[src/rtl/timer_counter_pkg.sv]
// Shared constants for the memory-mapped down-counter timer: register map,
// CTRL bit positions, mode codes and FSM state encoding.
package timer_pkg;

  localparam logic [1:0] CTRL_ADDR   = 2'd0;
  localparam logic [1:0] PRESET_ADDR = 2'd1;
  localparam logic [1:0] COUNT_ADDR  = 2'd2;

  localparam int unsigned CTRL_EN_BIT   = 0;
  localparam int unsigned CTRL_MODE_LSB = 1;
  localparam int unsigned CTRL_MODE_MSB = 2;
  localparam int unsigned CTRL_IM_BIT   = 3;

  localparam logic [1:0] MODE_ONESHOT = 2'd0;
  localparam logic [1:0] MODE_RELOAD  = 2'd1;

  typedef enum logic [1:0] {
    IDLE = 2'd0,
    LOAD = 2'd1,
    CNT  = 2'd2,
    INT  = 2'd3
  } state_e;

endpackage

[src/rtl/timer_counter_if.sv]
// CPU peripheral-bus view of the timer: register access plus the irq/ack pair.
interface timer_counter_if;

  logic [1:0]  addr;
  logic        we;
  logic [31:0] din;
  logic [31:0] dout;
  logic        int_ack;
  logic        irq;

  modport master (
    output addr,
    output we,
    output din,
    output int_ack,
    input  dout,
    input  irq
  );

  modport slave (
    input  addr,
    input  we,
    input  din,
    input  int_ack,
    output dout,
    output irq
  );

endinterface

[src/rtl/timer_counter.sv]
// 32-bit down-counter timer with one-shot / auto-reload modes and a pending
// interrupt flag; register file, FSM and pending logic in one module.
module timer_counter
  import timer_pkg::*;
#(
  parameter bit RELOAD_PULSE = 1'b1
) (
  input  logic     clk,
  input  logic     reset,
  timer_counter_if.slave bus
);

  logic        r_en;
  logic [1:0]  r_mode;
  logic        r_im;
  logic [31:0] r_preset;
  logic [31:0] r_count;
  logic        r_pending;
  state_e      r_state;

  state_e      w_state_nxt;
  logic        w_ctrl_wr;
  logic        w_preset_wr;
  logic        w_en_eff;
  logic        w_reload;
  logic        w_load_cnt;
  logic        w_dec_cnt;
  logic        w_clr_cnt;
  logic        w_set_pend;
  logic        w_hw_clr_en;
  logic        w_auto_clr;
  logic        w_pend_nxt;
  logic        w_unused_din;

  assign w_ctrl_wr    = bus.we && (bus.addr == CTRL_ADDR);
  assign w_preset_wr  = bus.we && (bus.addr == PRESET_ADDR);
  // A CTRL write in the same cycle overrides the stored EN for stop decisions.
  assign w_en_eff     = w_ctrl_wr ? bus.din[CTRL_EN_BIT] : r_en;
  assign w_reload     = (r_mode == MODE_RELOAD);
  assign w_unused_din = ^bus.din[31:4];

  // State register
  always_ff @(posedge clk or negedge reset) begin
    if (!reset) begin
      r_state <= IDLE;
    end else begin
      r_state <= w_state_nxt;
    end
  end

  // Next-state logic
  always_comb begin
    w_state_nxt = r_state;
    unique case (r_state)
      IDLE: if (r_en) w_state_nxt = LOAD;
      LOAD: w_state_nxt = CNT;
      CNT: begin
        if (!w_en_eff) begin
          w_state_nxt = IDLE;
        end else if (r_count <= 32'd1) begin
          w_state_nxt = INT;
        end
      end
      INT: begin
        if (!w_en_eff || !w_reload) begin
          w_state_nxt = IDLE;
        end else begin
          w_state_nxt = LOAD;
        end
      end
      default: w_state_nxt = IDLE;
    endcase
  end

  // State-decoded datapath controls
  always_comb begin
    w_load_cnt  = 1'b0;
    w_dec_cnt   = 1'b0;
    w_clr_cnt   = 1'b0;
    w_set_pend  = 1'b0;
    w_hw_clr_en = 1'b0;
    unique case (r_state)
      IDLE: ;
      LOAD: w_load_cnt = 1'b1;
      CNT: begin
        if (w_en_eff) begin
          if (r_count > 32'd1) begin
            w_dec_cnt = 1'b1;
          end else begin
            w_clr_cnt = 1'b1;
          end
        end
      end
      INT: begin
        w_set_pend  = 1'b1;
        w_hw_clr_en = !w_reload;
      end
      default: ;
    endcase
  end

  assign w_auto_clr = RELOAD_PULSE && w_reload && r_pending;
  // Set has priority over every clear source.
  assign w_pend_nxt = w_set_pend ? 1'b1 :
                      (bus.int_ack || w_ctrl_wr || w_auto_clr) ? 1'b0 : r_pending;

  always_ff @(posedge clk or negedge reset) begin
    if (!reset) begin
      r_en      <= 1'b0;
      r_mode    <= MODE_ONESHOT;
      r_im      <= 1'b0;
      r_preset  <= '0;
      r_count   <= '0;
      r_pending <= 1'b0;
    end else begin
      if (w_ctrl_wr) begin
        r_en   <= bus.din[CTRL_EN_BIT];
        r_mode <= bus.din[CTRL_MODE_MSB:CTRL_MODE_LSB];
        r_im   <= bus.din[CTRL_IM_BIT];
      end else if (w_hw_clr_en) begin
        r_en <= 1'b0;
      end

      if (w_preset_wr) begin
        r_preset <= bus.din;
      end

      if (w_load_cnt) begin
        r_count <= r_preset;
      end else if (w_dec_cnt) begin
        r_count <= r_count - 32'd1;
      end else if (w_clr_cnt) begin
        r_count <= '0;
      end

      r_pending <= w_pend_nxt;
    end
  end

  assign bus.irq = r_pending & r_im;

  always_comb begin
    bus.dout = '0;
    case (bus.addr)
      CTRL_ADDR:   bus.dout = {28'd0, r_im, r_mode, r_en};
      PRESET_ADDR: bus.dout = r_preset;
      COUNT_ADDR:  bus.dout = r_count;
      default:     bus.dout = '0;
    endcase
  end

endmodule

[src/flat_wrapper.sv]
// flat-port wrapper written by rule: the top's interface ports become plain ports
module timer_counter_flat import timer_pkg::*;
#(
  parameter bit RELOAD_PULSE = 1'b1
)
  (clk, reset, bus_addr, bus_we, bus_din, bus_int_ack, bus_dout, bus_irq);
  timer_counter_if bus_i ();
  input  logic clk;
  input  logic reset;
  input wire logic [$bits(bus_i.addr)-1:0] bus_addr;
  input wire logic [$bits(bus_i.we)-1:0] bus_we;
  input wire logic [$bits(bus_i.din)-1:0] bus_din;
  input wire logic [$bits(bus_i.int_ack)-1:0] bus_int_ack;
  output wire logic [$bits(bus_i.dout)-1:0] bus_dout;
  output wire logic [$bits(bus_i.irq)-1:0] bus_irq;
  assign bus_i.addr = bus_addr;
  assign bus_i.we = bus_we;
  assign bus_i.din = bus_din;
  assign bus_i.int_ack = bus_int_ack;
  assign bus_dout = bus_i.dout;
  assign bus_irq = bus_i.irq;
  timer_counter #(.RELOAD_PULSE(RELOAD_PULSE)) u_core (.clk(clk), .reset(reset), .bus(bus_i));
endmodule
[config.mk]
export PLATFORM = sky130hd
export DESIGN_NAME = timer_counter_flat
export DESIGN_NICKNAME = d
export VERILOG_FILES = /design/src/rtl/timer_counter_pkg.sv /design/src/rtl/timer_counter_if.sv /design/src/rtl/timer_counter.sv /design/src/flat_wrapper.sv
export SDC_FILE = /design/constraint.sdc
export NUM_CORES = 1
export LEC_CHECK = 0
export BUFFER_PORTS_ARGS = -buffer_cell sky130_fd_sc_hd__buf_2
export CAP_MARGIN = 10
export CORE_MARGIN = 1.5
export CORE_UTILIZATION = 55
export CTS_BUF_LIST = sky130_fd_sc_hd__clkbuf_16
export CTS_CLUSTER_SIZE = 24
export DETAILED_ROUTE_END_ITERATION = 8
export HOLD_SLACK_MARGIN = 0.15
export PLACE_DENSITY = 0.9
export SYNTH_ARGS = -nofsm -noshare
export SYNTH_HDL_FRONTEND = slang
export SYNTH_SLANG_ARGS = --single-unit
[constraint.sdc]
create_clock -name clk -period 6.4 [get_ports clk]
set_input_delay 1.28 -clock clk [delete_from_list [all_inputs] [get_ports clk]]
set_output_delay 1.28 -clock clk [all_outputs]
set_load 0.02 [all_outputs]
After elaboration in Yosys (flattened, before gate mapping)
Cells that the tools add are included.
W data, S select, Z words.
{ "op_classes": {"n_bitwise": 1, "div_mod_pow": 0, "muxes": 23, "n_eq_ne": 8, "reduce_logical": 14, "shift": 0, "multipliers": 0, "addsub": 1, "order_cmp": 2} }
{ "op_table": {"columns": ["cell", "count"], "rows": [
  ["$mux W32", 3],
  ["$pmux W32 S3", 1],
  ["$gt A32 B1 Y1 const B", 1],
  ["$le A32 B1 Y1 const B", 1],
  ["$sub A32 B1 Y32 const B", 1],
  ["$mux W1", 15],
  ["$pmux W2 S4", 1],
  ["$eq A2 B1 Y1 const B", 3],
  ["$eq A2 B2 Y1 const B", 3],
  ["$mux W2", 3],
  ["$logic_not A2 Y1", 2],
  ["$reduce_bool A2 Y1", 2],
  ["$logic_and A1 B1 Y1", 3],
  ["$logic_or A1 B1 Y1", 3],
  ["$ne A3 B3 Y1 const B", 1],
  ["$reduce_bool A3 Y1", 1],
  ["$logic_not A1 Y1", 2],
  ["$ne A2 B1 Y1 const B", 1],
  ["$reduce_and A2 Y1", 1],
  ["$and A1 B1 Y1", 1]
]} }
{ "word_totals": {"in_bits": 38, "elab_cells": 56, "out_inout_bits": 33, "mem_bits_rw": 0, "latch_bits": 0, "mem_count": 0, "reg_bits": 71, "mem_bits_ro": 0} }

Longest topological paths before layout
Gate-level depths: netlist of run 1.
{ "depth": {"word_depth": 8, "mapped_depth": 9, "depth_no_buf": 8} }

Least setup slack after synthesis of run 1
OpenSTA, ideal clock, no wires.
{ "synth_path": {"kind": "input -> output", "startpoint": "input port bus_addr[1]", "endpoint": "output port bus_dout[10]", "n_path_buf": 3, "arrival_time_ps": 2452, "path_stages": 5, "path_slack_ps": 2668, "required_ps": 5120, "path_cell_list": "buf_2 nor2b_1 clkbuf_1 clkbuf_1 a22o_1"} }
{ "synth_between": {"elab_chain_cells": 2} }
{ "synth_lines": {"columns": ["element", "line", "rtl"], "rows": [
  ["from (decl)", "flat_wrapper.sv:10", "input wire logic [$bits(bus_i.addr)-1:0] bus_addr;"],
  ["$eq A2 B2 Y1 (tied with other cells)", "timer_counter.sv:144", "case (bus.addr)"],
  ["$pmux W32 S3 *", "timer_counter.sv:144", null],
  ["to (decl)", "flat_wrapper.sv:14", "output wire logic [$bits(bus_i.dout)-1:0] bus_dout;"]
]} }
Mark *: on every way between the ends. The rest lies on a longest branch, timed or not.

Worst setup path after layout of run 1
{ "layout_path": {"startpoint": "input port bus_addr[0]", "endpoint": "output port bus_dout[0]"} }
The elaborated chain is that of the path after synthesis.

==> qor.csv, run 1 <==
stage,metric,value,unit
critical_path,Setup CP Type,in -> out,
yosys,synth unique cells,47,
global_routing,Overflow after GRT,0,
yosys,Mapped Avg Cell Area,10.45,sq um
final_layout,Layout area overhead,16.83,%
run_status,status,completed,
clock_network,Post-CTS Setup Inserts,0,
global_routing,first-pass GRT wire length,15.92,mm
route,DR DRC count,0,
critical_path,reg2reg setup slack,3.32,ns
clock_network,CTS tree,built,
route,Vias,3422,
critical_path,CP max stage cell,nor2b_2,
sta,final-report hold violation count,0,
die,initial core utilization,56.89,%
hold_path,hold depth,2,
sta,worst slew pin tran,0.8927,ns
route,number of DRC markers in iteration 0,438,
global_routing,largest net degree at the start of global routing,72,
critical_path,FF-to-FF Start,u_core.r_count[12],
hold_path,hold path start,u_core.r_pending,
yosys,Post-synth top flop,dfrtp_1,
yosys,Syn Std Cell Area,3865,sq um
critical_path,crit-path max cell delay,0.65,ns
critical_path,worst r2r path cells,6,
sta,Final setup viols,0,
yosys,syn_nets,410,
hold_path,hold endpoint,u_core.r_pending,
clock_network,CTS buffer count,9,
placement,DP Worst Slack,2.302,ns
yosys,Synth Register Bits,71,
placement,IO buf count,70,
die,Core Rows,30,
sta,Final period util,63.53,%
global_routing,vias in the first global route,3243,
clock_network,Worst-path clk slew,0.05,ns
pwr,Power Density,428.7,nW/um^2
critical_path,Worst path depth,6,
final_layout,Final Cell Area,4516,sq um
critical_path,CP startpoint kind,input pin,
global_routing,initial antenna violation count,0,
critical_path,crit-path most repeated cell,buf_2,
sta,Fmax achieved,245.9,MHz
final_layout,Ant. Diodes,0,
die,die area,7539,sq um
pwr,Pwr Total,1936,uW
sta,RSZ-0062 raised after global routing,no,
route,vias per cell,6.481,
pwr,Peak VDD IR,221.2,uV
clock_network,clk root buf,clkbuf_16,
final_layout,fill count,505,
critical_path,Worst R2R End,u_core.r_count[4],
clock_network,TritonCTS Sinks,71,
clock_network,CTS H-tree lvls,3,
yosys,Gate Count Post-Synth,370,
clock_network,CTS max path bufs,2,
yosys,sequential area share after synthesis,45.97,%
critical_path,"Req. time, crit path",5.12,ns
critical_path,crit-path max FO,18,
global_routing,All-Layer GR Usage,27.39,%
die,Die Ht,86.83,um
sta,Pins Over Slew Limit,0,
final_layout,multi-input logic area,1923,sq um
critical_path,"Critical Path, Cell by Cell","buf_2, nor2b_2, buf_4, nand2_1, o21ai_0, buf_2",
yosys,Area contributors post-synth,"dfrtp_1, mux2_2, a22o_1, a221o_1, nand2_1",
die,number of top-level pins,71,
clock_network,PostCTS Resize Cnt,0,
critical_path,CP Data Arrival Time,2.79,ns
sta,Final min period,4.066,ns
critical_path,"CP delay by family, top",simple AND/OR/NAND/NOR gates,
route,Routed Antenna Nets,0,
sta,setup ws final,2.334,ns
placement,dpl cell area,4234,sq um
critical_path,CP Capture Type,output pin,
final_layout,layout cells sized above 1,30.56,%
die,core outline area,6794,sq um
clock_network,Hold Buf Count CTS,0,
sta,Slew HR,40.26,%
route,Wirelength per Cell,18.55,um
placement,GPL Wtd Cong,0.9177,
yosys,Post-synth EDFFs,0,
route,Pre-Repair DR Iteration Count,5,
critical_path,CP Buf/Inv Count,3,
final_layout,Final nets,467,
sta,Sum Neg Setup Slack,0,ns
die,Die W,86.83,um
flow_run,max-cap viol count,0,
yosys,leading area contributor after synthesis,dfrtp_1,
route,total wire length,9.796,mm
clock_network,Clock Latency Late Sink,0.34,ns
placement,detailed placer's ending HPWL,6.268,mm
yosys,number of synthesis warnings,0,
final_layout,most frequent cells in the layout,"dfrtp_1, buf_2, mux2_2",
yosys,post-synth top area share,45.97,%
sta,skew final,0.007270,ns
final_layout,"commonest non-fill, non-tap cell in the layout",dfrtp_1,
final_layout,register area,1777,sq um
pwr,P_leak,0.002013,uW
yosys,fraction of registers with async set or reset after synthesis,100.0,%
hold_path,HP Class,reg -> reg,
[how the worst max path moves through the flow]
stage | from | to | slack, ns
after detailed placement | bus_addr[1] | u_core.r_count[4] | 2.30
after global routing | bus_addr[0] | bus_dout[20] | 2.21
after CTS | bus_addr[0] | bus_dout[0] | 2.30
after global placement | bus_addr[0] | bus_dout[0] | 2.40
after floorplan | bus_addr[1] | bus_dout[10] | 2.67
final | bus_addr[0] | bus_dout[0] | 2.33
[registers in the layout, indices dropped and copies added, names as in the netlist]
name              cells
u_core.r_count       32
u_core.r_en           1
u_core.r_im           1
u_core.r_mode         2
u_core.r_pending      1
u_core.r_preset      32
u_core.r_state        2
[synthesized netlist by cell type, types with 2 or more instances]
library cell,number
inv_1,7
o21ai_0,16
mux2_2,36
nand2_1,26
o21ai_1,8
nor3b_1,3
o2111ai_1,2
xnor2_1,4
buf_6,4
nor2_1,17
buf_2,3
clkbuf_1,18
nand3_1,14
ha_1,2
o31ai_1,3
nor3_1,8
or3_1,10
and2_1,2
nor2b_1,4
or4_1,4
o41ai_1,2
o311ai_0,2
buf_1,3
a221o_1,12
a22o_1,29
a22oi_1,12
a21oi_1,3
mux2i_1,4
o211ai_1,5
nor4_1,15
a21o_1,6
dfrtp_1,71
[tightest hold or removal path, cell delays in order, from the launching register on]
cell     delay, ns
dfrtp_1       0.37
inv_1         0.05
o41ai_1       0.06
[power breakdown]
group	internal [uW]	leakage [uW]	switching, uW
logic	286	0.000995	378
registers	595	0.000869	196
clock network	295	0.000149	186
[metal layers]
layer  up-vias  part of all wire (%)  GRT usage, %
li1       1530                     -             -
met2       190                    48         43.62
met3        37                   7.4         5.714
met5         -                     0             0
met1      1665                    42         36.57
met4         0                   2.6         11.14
[final cells by class]
cell class	instances	area share, %
inverters	7	0.5819
multi-input cells	263	42.59
well taps	96	2.660
clock buffers	9	4.988
repair buffers	75	8.590
flip-flops and latches	71	39.35
clock inverters	7	1.247
[metrics by stage]
| stage | utilization (%) | instances | hold WS, ns |
|---|---|---|---|
| floorplan | - | 370 | 0.4722 |
| detailed placement | 62.32 | 512 | 0.5199 |
| global placement | 62.32 | 512 | 0.5038 |
| finish | 66.46 | 528 | 0.5309 |
| CTS | 66.46 | 528 | 0.5340 |
| global route | 66.46 | 528 | 0.5516 |
[cells by family after synthesis]
family	Yosys count	synth area share, %
xor gates and xnor gates	4	0.9063
AOI/OAI and AO/OA	105	20.69
and+or+nand+nor	112	15.80
DFF	71	45.97
adders and majority gates	2	0.6474
muxes	40	11.52
buffers and inverters	36	4.467
(Power assumes the default switching activity.)
==> run 2: changes to the inputs <==
--- a/config.mk
+++ b/config.mk
@@ -5,6 +5,7 @@
 export SDC_FILE = /design/constraint.sdc
 export NUM_CORES = 1
 export LEC_CHECK = 0
+export ABC_AREA = 1
 export BUFFER_PORTS_ARGS = -buffer_cell sky130_fd_sc_hd__buf_2
 export CAP_MARGIN = 10
 export CORE_MARGIN = 1.5
@@ -13,7 +14,7 @@
 export CTS_CLUSTER_SIZE = 24
 export DETAILED_ROUTE_END_ITERATION = 8
 export HOLD_SLACK_MARGIN = 0.15
-export PLACE_DENSITY = 0.9
+export PLACE_DENSITY = 0.89
 export SYNTH_ARGS = -nofsm -noshare
 export SYNTH_HDL_FRONTEND = slang
 export SYNTH_SLANG_ARGS = --single-unit
==> constraint.sdc (replaced) <==
create_clock -name clk -period 3.8 [get_ports clk]
set_input_delay 0.76 -clock clk [delete_from_list [all_inputs] [get_ports clk]]
set_output_delay 0.76 -clock clk [all_outputs]
set_load 0.02 [all_outputs]
==> run 2 against run 1 <==
  * Sequential share of layout area fell by 4.6 points
  * Global-route usage rose by 3.6 points
  * Non-clock buffer count shrank 1
  * Critical path depth stayed put
  * Flip-flop and latch count did not move
  * Synthesized area up 13%
  * Via count up 30%
  * Clock skew down 0.0029 ns
  * Clock-buffer cell count unchanged
  * Final area grew 13%
  * Combinational power grew 150%
  * Synthesized cell count is 66% higher
  * Largest cell class unchanged
==> qor.csv, run 2 <==
stage,metric,value,unit,change
run_status,status,completed,,
route,number of DRC markers in iteration 0,246,,-44%
yosys,Post-synth EDFFs,0,,unchanged
route,vias per cell,5.631,,-13%
yosys,fraction of registers with async set or reset after synthesis,100.0,%,unchanged
route,total wire length,12.33,mm,+26%
route,Pre-Repair DR Iteration Count,6,,+1
yosys,Synth Register Bits,71,,unchanged
sta,RSZ-0062 raised after global routing,no,,
clock_network,Clock Latency Late Sink,0.33,ns,about the same
final_layout,"commonest non-fill, non-tap cell in the layout",nand2_1,,
yosys,Mapped Avg Cell Area,7.097,sq um,-32%
final_layout,Final nets,722,,+55%
critical_path,Setup CP Type,in -> out,,
route,Vias,4443,,+30%
hold_path,HP Class,reg -> reg,,
critical_path,crit-path max cell delay,0.45,ns,-0.20 ns
global_routing,largest net degree at the start of global routing,72,,unchanged
global_routing,Overflow after GRT,0,,unchanged
clock_network,Post-CTS Setup Inserts,0,,unchanged
yosys,Gate Count Post-Synth,616,,+66%
sta,Pins Over Slew Limit,0,,unchanged
final_layout,Layout area overhead,17.09,%,
yosys,sequential area share after synthesis,40.64,%,-5.3 points
clock_network,TritonCTS Sinks,71,,unchanged
global_routing,All-Layer GR Usage,30.95,%,+3.6 points
final_layout,Ant. Diodes,0,,unchanged
sta,skew final,0.004405,ns,-0.002866 ns
clock_network,Worst-path clk slew,0.06,ns,about the same
yosys,Post-synth top cells,"nand2_1, inv_1, nor2_1, dfrtp_1, o21ai_0",,
pwr,P_leak,0.002656,uW,+32%
sta,setup ws final,0.8114,ns,-1.523 ns
die,Die W,92.16,um,+6.1%
clock_network,clk root buf,clkbuf_16,,
yosys,"count leader, synth",nand2_1,,
yosys,leading area contributor after synthesis,dfrtp_1,,
critical_path,CP Capture Type,output pin,,
clock_network,CTS H-tree lvls,3,,unchanged
die,number of top-level pins,71,,unchanged
clock_network,Hold Buf Count CTS,0,,unchanged
clock_network,CTS max path bufs,2,,unchanged
critical_path,crit-path max FO,20,,+2
die,die area,8493,sq um,+13%
clock_network,CTS buffer count,9,,unchanged
route,Routed Antenna Nets,0,,unchanged
clock_network,PostCTS Resize Cnt,0,,unchanged
placement,IO buf count,70,,unchanged
critical_path,CP startpoint kind,input pin,,
final_layout,layout cells sized above 1,18.05,%,-13 points
yosys,number of synthesis warnings,0,,unchanged
yosys,syn_nets,656,,+60%
placement,dpl cell area,4782,sq um,+13%
sta,Final setup viols,0,,unchanged
yosys,Syn Std Cell Area,4372,sq um,+13%
sta,Sum Neg Setup Slack,0,ns,unchanged
sta,Final period util,78.65,%,
sta,worst slew pin tran,0.9984,ns,+0.1056 ns
route,DR DRC count,0,,unchanged
placement,detailed placer's ending HPWL,8.509,mm,+36%
final_layout,most frequent cells in the layout,"nand2_1, inv_1, nor2_1",,
global_routing,vias in the first global route,4399,,+36%
critical_path,"Critical Path, Cell by Cell","buf_2, inv_1, nor2_4, inv_1, o221ai_1, buf_2",,
sta,Final min period,2.989,ns,
sta,Fmax achieved,334.6,MHz,
die,Core Rows,32,,+6.7%
route,Wirelength per Cell,15.62,um,-16%
global_routing,first-pass GRT wire length,20.58,mm,+29%
final_layout,Final Cell Area,5119,sq um,+13%
clock_network,CTS tree,built,,
critical_path,"Req. time, crit path",3.04,ns,-2.08 ns
pwr,Peak VDD IR,313.0,uV,+41%
pwr,Power Density,759.0,nW/um^2,+77%
die,initial core utilization,56.57,%,-0.31 points
flow_run,max-cap viol count,0,,unchanged
global_routing,initial antenna violation count,0,,unchanged
critical_path,CP Data Arrival Time,2.23,ns,-0.56 ns
placement,GPL Wtd Cong,0.8947,,-2.5%
placement,DP Worst Slack,0.8393,ns,-1.463 ns
die,Die Ht,92.16,um,+6.1%
die,core outline area,7727,sq um,+14%
yosys,synth unique cells,31,,-34%
final_layout,Top Registers,"u_core.r_count (32), u_core.r_preset (32)",,
yosys,Area contributors post-synth,"dfrtp_1, nand2_1, inv_1, nor2_1, o22ai_1",,
sta,Slew HR,33.21,%,-7.1 points
yosys,post-synth top area share,40.64,%,-5.3 points
sta,final-report hold violation count,0,,unchanged
yosys,Post-synth top flop,dfrtp_1,,
critical_path,CP max stage cell,inv_1,,
[run 2: changes by cell type after synthesis, sizes merged, moves of 12 or more]
cell / previous run / this run
o21ai: 24 / 46
nand3: 14 / 35
nor2: 17 / 88
nand2: 26 / 166
a221o: 12 / 0
nor4: 17 / 0
a22oi: 12 / 0
a21oi: 3 / 19
a22o: 29 / 0
nand4: 0 / 14
o22ai: 0 / 35
mux2: 36 / 9
inv: 7 / 98
[run 2: final cells by class]
| class | instances | area (sq um) |
|---|---|---|
| Clock inverter | 7 | 111.4 |
| Inverter | 98 | 367.9 |
| Sequential cell | 71 | 1777 |
| Tap cell | 102 | 127.6 |
| Timing Repair Buffer | 74 | 380.4 |
| Clock buffer | 9 | 225.2 |
| Multi-Input combinational cell | 428 | 2130 |
| Fill cell | 676 | 2609 |
[run 2: kinds of logic (layout without fill, tap and decap cells)]
group,count (synthesis),in the layout,share of synthesized area [%]
adder cells (fa/ha/maj),2,2,0.5723
AND/OR/NAND/NOR,305,305,31.05
buffers and inverters,117,188,10.65
AO/OA/AOI/OAI,106,106,13.57
multiplexers,9,9,2.318
flip-flops,71,71,40.64
XOR/XNOR,6,6,1.202
[run 2: path summary, 6_finish.rpt]
kind	from	end	slack [ns]	cells past startpoint
worst min-delay path	u_core.r_preset[3]	u_core.r_preset[3]	0.49	2
max in group asynchronous	reset	u_core.r_preset[16]	2.55	2
worst max-delay path	bus_addr[0]	bus_dout[3]	0.81	6
worst min register to register	u_core.r_preset[3]	u_core.r_preset[3]	0.49	2
worst max register to register	u_core.r_count[0]	u_core.r_count[30]	1.62	11
min in group asynchronous	reset	u_core.r_preset[21]	0.64	2
[run 2: power breakdown]
| part | internal, uW | switching (uW) | leakage (uW) |
|---|---|---|---|
| registers | 1010 | 273 | 0.000840 |
| logic | 530 | 1100 | 0.00165 |
| clock network | 637 | 333 | 0.000164 |
[run 2: worst max-delay path, delay by kind of cell]
kind	cells	cell delay, ns
AO/OA/AOI/OAI	1	0.31
buffers and inverters	4	0.85
AND/OR/NAND/NOR	1	0.30
[run 2: stage by stage]
stage	total power [uW]	hold WS (ns)	util, %	std cells
after floorplan	2421	0.4530	-	616
final	3885	0.4938	66.24	789
after global placement	2798	0.4689	61.88	773
after global routing	4147	0.5402	66.24	789
after CTS	3863	0.4960	66.24	789
after detailed placement	2871	0.4829	61.88	773
[run 2: per-layer routing]
metal	vias up	GRT usage (%)	routed length [um]
met4	0	14.49	420
li1	2124	-	-
met3	46	6.551	773
met2	190	50.43	5870
met5	-	0	0
met1	2083	39.25	5261
